### src/rtl/demux1to2_64bit_buf_pkg.sv
// Shared constants and word type for the 1:2 buffered bitmap demux.
// Optional feature macro: DEMUX_STATS_EN (per-output delivered-word counters).
package demux1to2_64bit_buf_pkg;

  localparam int IWIDTH_DEF    = 64;
  localparam int CNT_WIDTH_DEF = 16;

  localparam int ROUTE_SEL = 0;
  localparam int ROUTE_RR  = 1;

  typedef logic [IWIDTH_DEF-1:0] word_t;

endpackage

### src/rtl/demux1to2_64bit_buf_out_slot.sv
// Single-entry valid/ready register slot; can drain and refill in one cycle.
// Unaffected by DEMUX_STATS_EN.
module out_slot_64bit
  import demux1to2_64bit_buf_pkg::*;
#(
  parameter int W = IWIDTH_DEF
) (
  input  logic         clk,
  input  logic         rst_n,
  input  logic         load,
  input  logic [W-1:0] load_data,
  input  logic         ready,
  output logic         valid,
  output logic [W-1:0] data
);

  always_ff @(posedge clk) begin
    if (!rst_n) begin
      valid <= 1'b0;
      data  <= '0;
    end else if (load) begin
      valid <= 1'b1;
      data  <= load_data;
    end else if (ready) begin
      valid <= 1'b0;
    end
  end

endmodule

### src/rtl/demux1to2_64bit_buf.sv
// 1:2 demux of 64-bit bitmap words into two registered valid/ready slots,
// routed by in_sel or strict round-robin. Macro DEMUX_STATS_EN adds cnt0/cnt1.
module demux1to2_64bit_buf
  import demux1to2_64bit_buf_pkg::*;
#(
  parameter int IWIDTH     = IWIDTH_DEF,
  parameter int ROUTE_MODE = ROUTE_SEL
`ifdef DEMUX_STATS_EN
  ,
  parameter int CNT_WIDTH  = CNT_WIDTH_DEF
`endif
) (
  input  logic              clk,
  input  logic              rst_n,
  input  logic [IWIDTH-1:0] in_data,
  input  logic              in_sel,
  input  logic              in_valid,
  output logic              in_ready,
  output logic [IWIDTH-1:0] out0_data,
  output logic              out0_valid,
  input  logic              out0_ready,
  output logic [IWIDTH-1:0] out1_data,
  output logic              out1_valid,
  input  logic              out1_ready
`ifdef DEMUX_STATS_EN
  ,
  output logic [CNT_WIDTH-1:0] cnt0,
  output logic [CNT_WIDTH-1:0] cnt1
`endif
);

  logic              rr;
  logic              tgt;
  logic              accept;
  logic [1:0]        slot_valid;
  logic [1:0]        slot_ready;
  logic [1:0]        slot_load;
  logic [IWIDTH-1:0] slot_data [2];

  assign slot_ready = {out1_ready, out0_ready};
  assign tgt        = (ROUTE_MODE == ROUTE_RR) ? rr : in_sel;

  // Ready looks only at the target slot: strict alternation keeps per-lane order.
  assign in_ready = rst_n & (~slot_valid[tgt] | slot_ready[tgt]);
  assign accept   = in_valid & in_ready;

  for (genvar gi = 0; gi < 2; gi++) begin : g_slot
    assign slot_load[gi] = accept & (tgt == 1'(gi));

    out_slot_64bit #(
      .W(IWIDTH)
    ) u_slot (
      .clk      (clk),
      .rst_n    (rst_n),
      .load     (slot_load[gi]),
      .load_data(in_data),
      .ready    (slot_ready[gi]),
      .valid    (slot_valid[gi]),
      .data     (slot_data[gi])
    );
  end

  assign out0_valid = slot_valid[0];
  assign out1_valid = slot_valid[1];
  assign out0_data  = slot_data[0];
  assign out1_data  = slot_data[1];

  always_ff @(posedge clk) begin
    if (!rst_n) begin
      rr <= 1'b0;
    end else if (accept && (ROUTE_MODE == ROUTE_RR)) begin
      rr <= ~rr;
    end
  end

`ifdef DEMUX_STATS_EN
  always_ff @(posedge clk) begin
    if (!rst_n) begin
      cnt0 <= '0;
      cnt1 <= '0;
    end else begin
      if (out0_valid && out0_ready) cnt0 <= cnt0 + 1'b1;
      if (out1_valid && out1_ready) cnt1 <= cnt1 + 1'b1;
    end
  end
`endif

endmodule

### config.mk
export PLATFORM = sky130hd
export DESIGN_NAME = demux1to2_64bit_buf
export DESIGN_NICKNAME = d
export VERILOG_FILES = /design/src/rtl/demux1to2_64bit_buf_pkg.sv /design/src/rtl/demux1to2_64bit_buf_out_slot.sv /design/src/rtl/demux1to2_64bit_buf.sv
export SDC_FILE = /design/constraint.sdc
export NUM_CORES = 1
export LEC_CHECK = 0
export ABC_AREA = 1
export CAP_MARGIN = 20
export CORE_MARGIN = 2
export CORE_UTILIZATION = 62
export DETAILED_ROUTE_END_ITERATION = 10
export DONT_BUFFER_PORTS = 1
export PLACE_DENSITY = 0.88
export SLEW_MARGIN = 15
export SYNTH_ARGS = -nofsm -noshare
export SYNTH_HDL_FRONTEND = slang
export SYNTH_SLANG_ARGS = --single-unit
### constraint.sdc
create_clock -name clk -period 1.44 [get_ports clk]
set_input_delay 0.288 -clock clk [delete_from_list [all_inputs] [get_ports clk]]
set_output_delay 0.288 -clock clk [all_outputs]
set_load 0.02 [all_outputs]
# Word level (Yosys, flattened, before mapping)

Index checks and enable logic that the tools add are counted.

Flip-flop bits (word level): 130
Input port bits: 70

Order comparisons: 1
Muxes and demuxes: 8
Bitwise logic cells: 7
Reductions and logical operators: 2

Operator list:

| cell                                               | number |
|---|---|
| 2-to-1 mux 1 bit                                   | 8 |
| AND 1 bit                                          | 4 |
| nonzero test 2 bit                                 | 2 |
| < comparator 1 x 2 -> 1 bit, second input constant | 1 |
| NOT 1 bit                                          | 2 |
| OR 1 bit                                           | 1 |

# Longest topological paths before layout

Word-level depth: 8
Gate-level depth with buffers: 9
Gate-level depth less buffers: 7

# Hierarchy

A second synthesis with hierarchy kept.

Cell total of the unflattened synthesis: 574
Area total of the unflattened synthesis: 4,635.7 µm²

By module, submodules not included:

| module              | instances | cells an instance | area each (µm²) | seq. area each (µm²) |
|---|---|---|---|---|
| out_slot_64bit      | 2         | 283               | 2,292.2         | 1,301.2 |
| demux1to2_64bit_buf | 1         | 8                 | 51.3            | 0.0 |

# Worst setup path before layout

No wires, ideal clock.

Path type: register to register
Start point: register g_slot[0].u_slot.valid
End point: register g_slot[1].u_slot.data[43]
Library setup time: 0.113 ns
Arrival: 1.272 ns
Required time: 1.327 ns
Slack: 0.055 ns
Cell stages (with the launch flop): 8
Path buffers: 1
Period minus slack after synthesis: 1.385 ns
Cells stage by stage: dfxtp_1 -> nand2_1 -> nor2_1 -> nor2_1 -> clkbuf_1 -> nand4_1 -> nand2_1 -> nor2_1

Cells in the longest elaborated chain, start to end: 7

RTL lines:

| item                                                 | line                               | source |
|---|---|---|
| from (decl)                                          | demux1to2_64bit_buf_out_slot.sv:13 | `output logic valid,` |
| from (signal assigned)                               | demux1to2_64bit_buf_out_slot.sv:19 | `valid <= 1'b0;` |
| from (signal assigned)                               | demux1to2_64bit_buf_out_slot.sv:22 | `valid <= 1'b1;` |
| from (signal assigned)                               | demux1to2_64bit_buf_out_slot.sv:25 | `valid <= 1'b0;` |
| 2-to-1 mux 1 bit (not written as such) (2 in series) | demux1to2_64bit_buf.sv:44          | `assign in_ready = rst_n & (~slot_valid[tgt] \| slot_ready[tgt]);` |
| NOT 1 bit                                            | demux1to2_64bit_buf.sv:44          |  |
| OR 1 bit                                             | demux1to2_64bit_buf.sv:44          |  |
| AND 1 bit                                            | demux1to2_64bit_buf.sv:44          |  |
| via in_ready                                         | demux1to2_64bit_buf.sv:18          | `output logic in_ready,` |
| AND 1 bit                                            | demux1to2_64bit_buf.sv:45          | `assign accept = in_valid & in_ready;` |
| AND 1 bit                                            | demux1to2_64bit_buf.sv:48          | `assign slot_load[gi] = accept & (tgt == 1'(gi));` |
| to (signal assigned)                                 | demux1to2_64bit_buf_out_slot.sv:23 | `data <= load_data;` |
| to (decl)                                            | demux1to2_64bit_buf_out_slot.sv:14 | `output logic [W-1:0] data` |

The timed path passes the listed nets, and every way through them passes these cells. The select of a mux whose other input is x is not followed.
A chain may end at the register's enable or synchronous reset.

# Worst setup path in the final report

Start point: register g_slot[0].u_slot.valid
End point: output in_ready

Cells in the longest elaborated chain, start to end: 5

RTL lines:

| item                                                 | line |
|---|---|
| 2-to-1 mux 1 bit (not written as such) (2 in series) | demux1to2_64bit_buf.sv:44 |
| NOT 1 bit                                            | demux1to2_64bit_buf.sv:44 |
| OR 1 bit                                             | demux1to2_64bit_buf.sv:44 |
| AND 1 bit                                            | demux1to2_64bit_buf.sv:44 |
| to (decl)                                            | demux1to2_64bit_buf.sv:18 |

No other way between the ends. The select of a mux whose other input is x is not followed.

==> impl_results.rst <==
.. list-table::
   :header-rows: 1

   * - Metric
     - Value
   * - Average wire length per cell after detail routing
     - 17.7 um
   * - Classification of the worst-slack hold path
     - in2reg
   * - Unique masters post-synth
     - 13
   * - Half-perimeter wire length of the detailed placement result
     - 8590 um
   * - CP arrival
     - 1260 ps
   * - Crit path max-delay family
     - flip-flops
   * - Largest net degree at the start of global routing
     - 82
   * - Number of antenna violations at the first check in global routing
     - 0
   * - Top flip-flop cell by instance count after synthesis
     - dfxtp_1
   * - Violated checks
     - hold timing, setup timing
   * - Fraction of layout cells with a size suffix above 1
     - 9.34%
   * - Reg-to-Reg Start
     - g_slot[0].u_slot.valid
   * - Worst Setup Path Type
     - reg2out
   * - Count of clock tree sinks
     - 130
   * - Count of H-tree levels built during CTS
     - 4
   * - Synth area leader
     - dfxtp_1
   * - Die outline area
     - 0.00901 mm^2
   * - Slew @ Worst Pin
     - 398 ps
   * - Final layout net count
     - 775
   * - Crit start category
     - flip-flop
   * - Die Y
     - 94.9 um
   * - Worst-case clock buffer depth
     - 2
   * - Sum of negative setup slack
     - -107 ps
   * - Unrepaired setup endpoints after global routing
     - yes
   * - Uppermost layer routed
     - met4
   * - I/O pin count
     - 201
   * - Source of the worst hold timing path
     - rst_n
   * - Final Critical Period
     - 1550 ps
   * - Critical Path Most Common Cell
     - nor2_4
   * - Power density over the cells
     - 1530 mW/mm^2
   * - Slowest cell on the critical path
     - dfxtp_4
   * - TritonCTS Buffers
     - 17
   * - DRC Markers
     - 0
   * - Root cell of the clock tree
     - clkbuf_8
   * - P_int
     - 7.05 mW
   * - Worst Slack Setup Final
     - -107 ps
   * - Proportion of synthesized flip-flops having asynchronous set or reset
     - 0%
   * - Post-synthesis average cell area
     - 7.15 um^2
   * - Peak supply drop
     - 0.992 mV
   * - Area of the core region
     - 0.00809 mm^2
   * - Required @ worst endpoint
     - 1150 ps
   * - Final hold slack
     - -85.6 ps
   * - Initial drt markers
     - 260
   * - Via count normalized by instance count
     - 5.73
   * - Cell area after synthesis
     - 0.00512 mm^2
   * - Sw power
     - 2.24 mW
   * - Antenna violation net count after detailed routing
     - 0
   * - Total routed wire length on the met1 layer
     - 5320 um
   * - Leak
     - 2.79 nW
   * - Met3 WL post-DR
     - 1430 um
   * - Part of the total power dissipated in sequential elements
     - 43.7%
   * - Remaining global-route overflow
     - 0
   * - Amount of wire on met2 after detailed routing
     - 7230 um
   * - Worst Setup Slack post-DPL
     - 71.7 ps
   * - Number of search-and-repair iterations in the first detailed-routing pass
     - 5
   * - Count of input and output buffers
     - 0
   * - Worst path cell trace
     - nand2_4, nor2_4, nor2_4, buf_12
   * - Area growth from synthesis to layout
     - 18.5%
   * - Switching Share
     - 24.1%
   * - Run status
     - complete, but fails checks
   * - Number of flops mapped to enable cells by yosys
     - 0
   * - Fraction of the yosys area taken by sequential cells
     - 50.8%
   * - Number of global-route vias before repair
     - 4,242
   * - Clock-pin slew reported for the worst setup and hold paths after clock tree synthesis
     - 60 ps
   * - Number of vias in the routed layout
     - 4,711
   * - Worst path buffer plus inverter count
     - 1
   * - Number of cells on the worst reg-to-reg path
     - 9
   * - Floorplan row count
     - 33
   * - TritonCTS clock tree
     - yes
   * - Commonest cells in the netlist
     - 261 x nor2_1, 130 x dfxtp_1, 68 x inv_1
   * - Die width
     - 94.9 um
   * - CP Max Fanout
     - 8
   * - Count of pins over their slew limit
     - 0
   * - Ant diodes
     - 0
   * - Starting Density
     - 63.3%
   * - RePlAce Congestion
     - 0.836
   * - All-layer global routing usage
     - 29.1%
   * - Critical Path Start
     - g_slot[0].u_slot.valid
   * - Logic gate share of total power
     - 7.0%
   * - Setup slack of the worst register-to-register path
     - 20 ps
   * - Setup crit end kind
     - primary output
   * - Synth Register Bits
     - 130
   * - Latest clock arrival within the worst-skew pair
     - 500 ps
   * - Max stage delay on crit path
     - 350 ps
   * - Total Wirelength
     - 14,500 um
   * - Number of failing setup endpoints in the final timing report
     - 1
   * - Synthesized netlist cell count
     - 716
   * - Part of the total power dissipated in the clock network
     - 49.4%
   * - Cell count of the worst hold path
     - 2
   * - Period utilisation layout
     - 107%
   * - Synth Net Count
     - 786
   * - Final Hold Fails
     - 64
   * - Cell with the most instances after synthesis
     - nor2_1
   * - Total of warnings raised by yosys
     - 0
   * - First-pass GRT wire length
     - 20,600 um
   * - Achievable clock frequency
     - 0.646 GHz
   * - Share of the synthesized area in the top cell type
     - 50.8%
   * - Setup Skew
     - 11.9 ps
   * - Count of maximum capacitance violations
     - 0
   * - Total number of cells along the worst setup path
     - 4
   * - Largest cells by area after synthesis
     - dfxtp_1 51%, nor2_1 19%, nand4_1 8.1%
   * - Relative slew slack
     - 73.5%
-- what timing repair did --
| action | CTS | global route |
|---|---|---|
| cloned | 2 | 6 |
| setup endpoints to repair | 2 | 56 |
| gates resized for setup | 7 | 6 |
| setup buffers | 3 | 3 |
| pin swaps | 4 | 6 |
| hold endpoints to repair | 64 | 64 |
-- flip-flops by register name, summed over array words and instances (netlist names) --
name and count:
g_slot.u_slot.data 128, g_slot.u_slot.valid 2
-- logic make-up (layout without fill, tap and decap cells) --
family                 after synthesis  count (layout)  synth area share, %
AND/OR/NAND/NOR                    396             396                 32.3
flip-flops                         130             130                 50.8
buffers and inverters              125             126                 10.6
AO/OA/AOI/OAI                       65              65                 6.35
-- placed cells by master (no fill, tap or decap), drive strengths merged --
cell type	n
dfxtp	130
a21oi	65
bufinv	5
nand4	66
bufbuf	1
clkbuf	23
nand2	67
inv	70
nor2	261
buf	20
clkinv	7
nand3	2
-- worst paths after layout --
| kind | to |
|---|---|
| max | in_ready |
| min | g_slot[1].u_slot.data[63] |
| max reg2reg | g_slot[1].u_slot.data[15] |
| min reg2reg | g_slot[0].u_slot.valid |
-- cell type report --
cell class,count,area [um^2]
Clock buffer,18,428
Clock inverter,13,209
Fill cell,634,2020
Inverter,69,259
Multi-Input combinational cell,461,2020
Sequential cell,130,2610
Tap cell,105,131
Timing Repair Buffer,26,418
-- power groups by stage --
stage	Sequential (mW)	Clock, mW	Combinational (mW)
after global routing	4.07	4.77	0.723
after CTS	4.06	4.62	0.581
after floorplan	4.09	0	0.496
final	4.06	4.59	0.648
after global placement	4.12	0	0.508
after detailed placement	4.13	0	0.537
-- routing by layer --
metal / vias up / track usage, %
met5: - / 0
met2: 289 / 49.6
met1: 2141 / 32.4
met3: 54 / 10.3
li1: 2227 / -
met4: 0 / 14.0
-- metrics by stage --
step	power, mW	utilization, %	instances	cell area (um^2)
2_1_floorplan	4.59	-	716	5120
3_3_place_gp	4.63	63.5	777	5140
3_5_place_dp	4.67	63.5	777	5140
4_1_cts	9.26	72.7	813	5880
5_1_grt	9.57	75.0	822	6070
6_report	9.29	75.0	822	6070
Note: power is estimated with default switching activity, not from simulation.
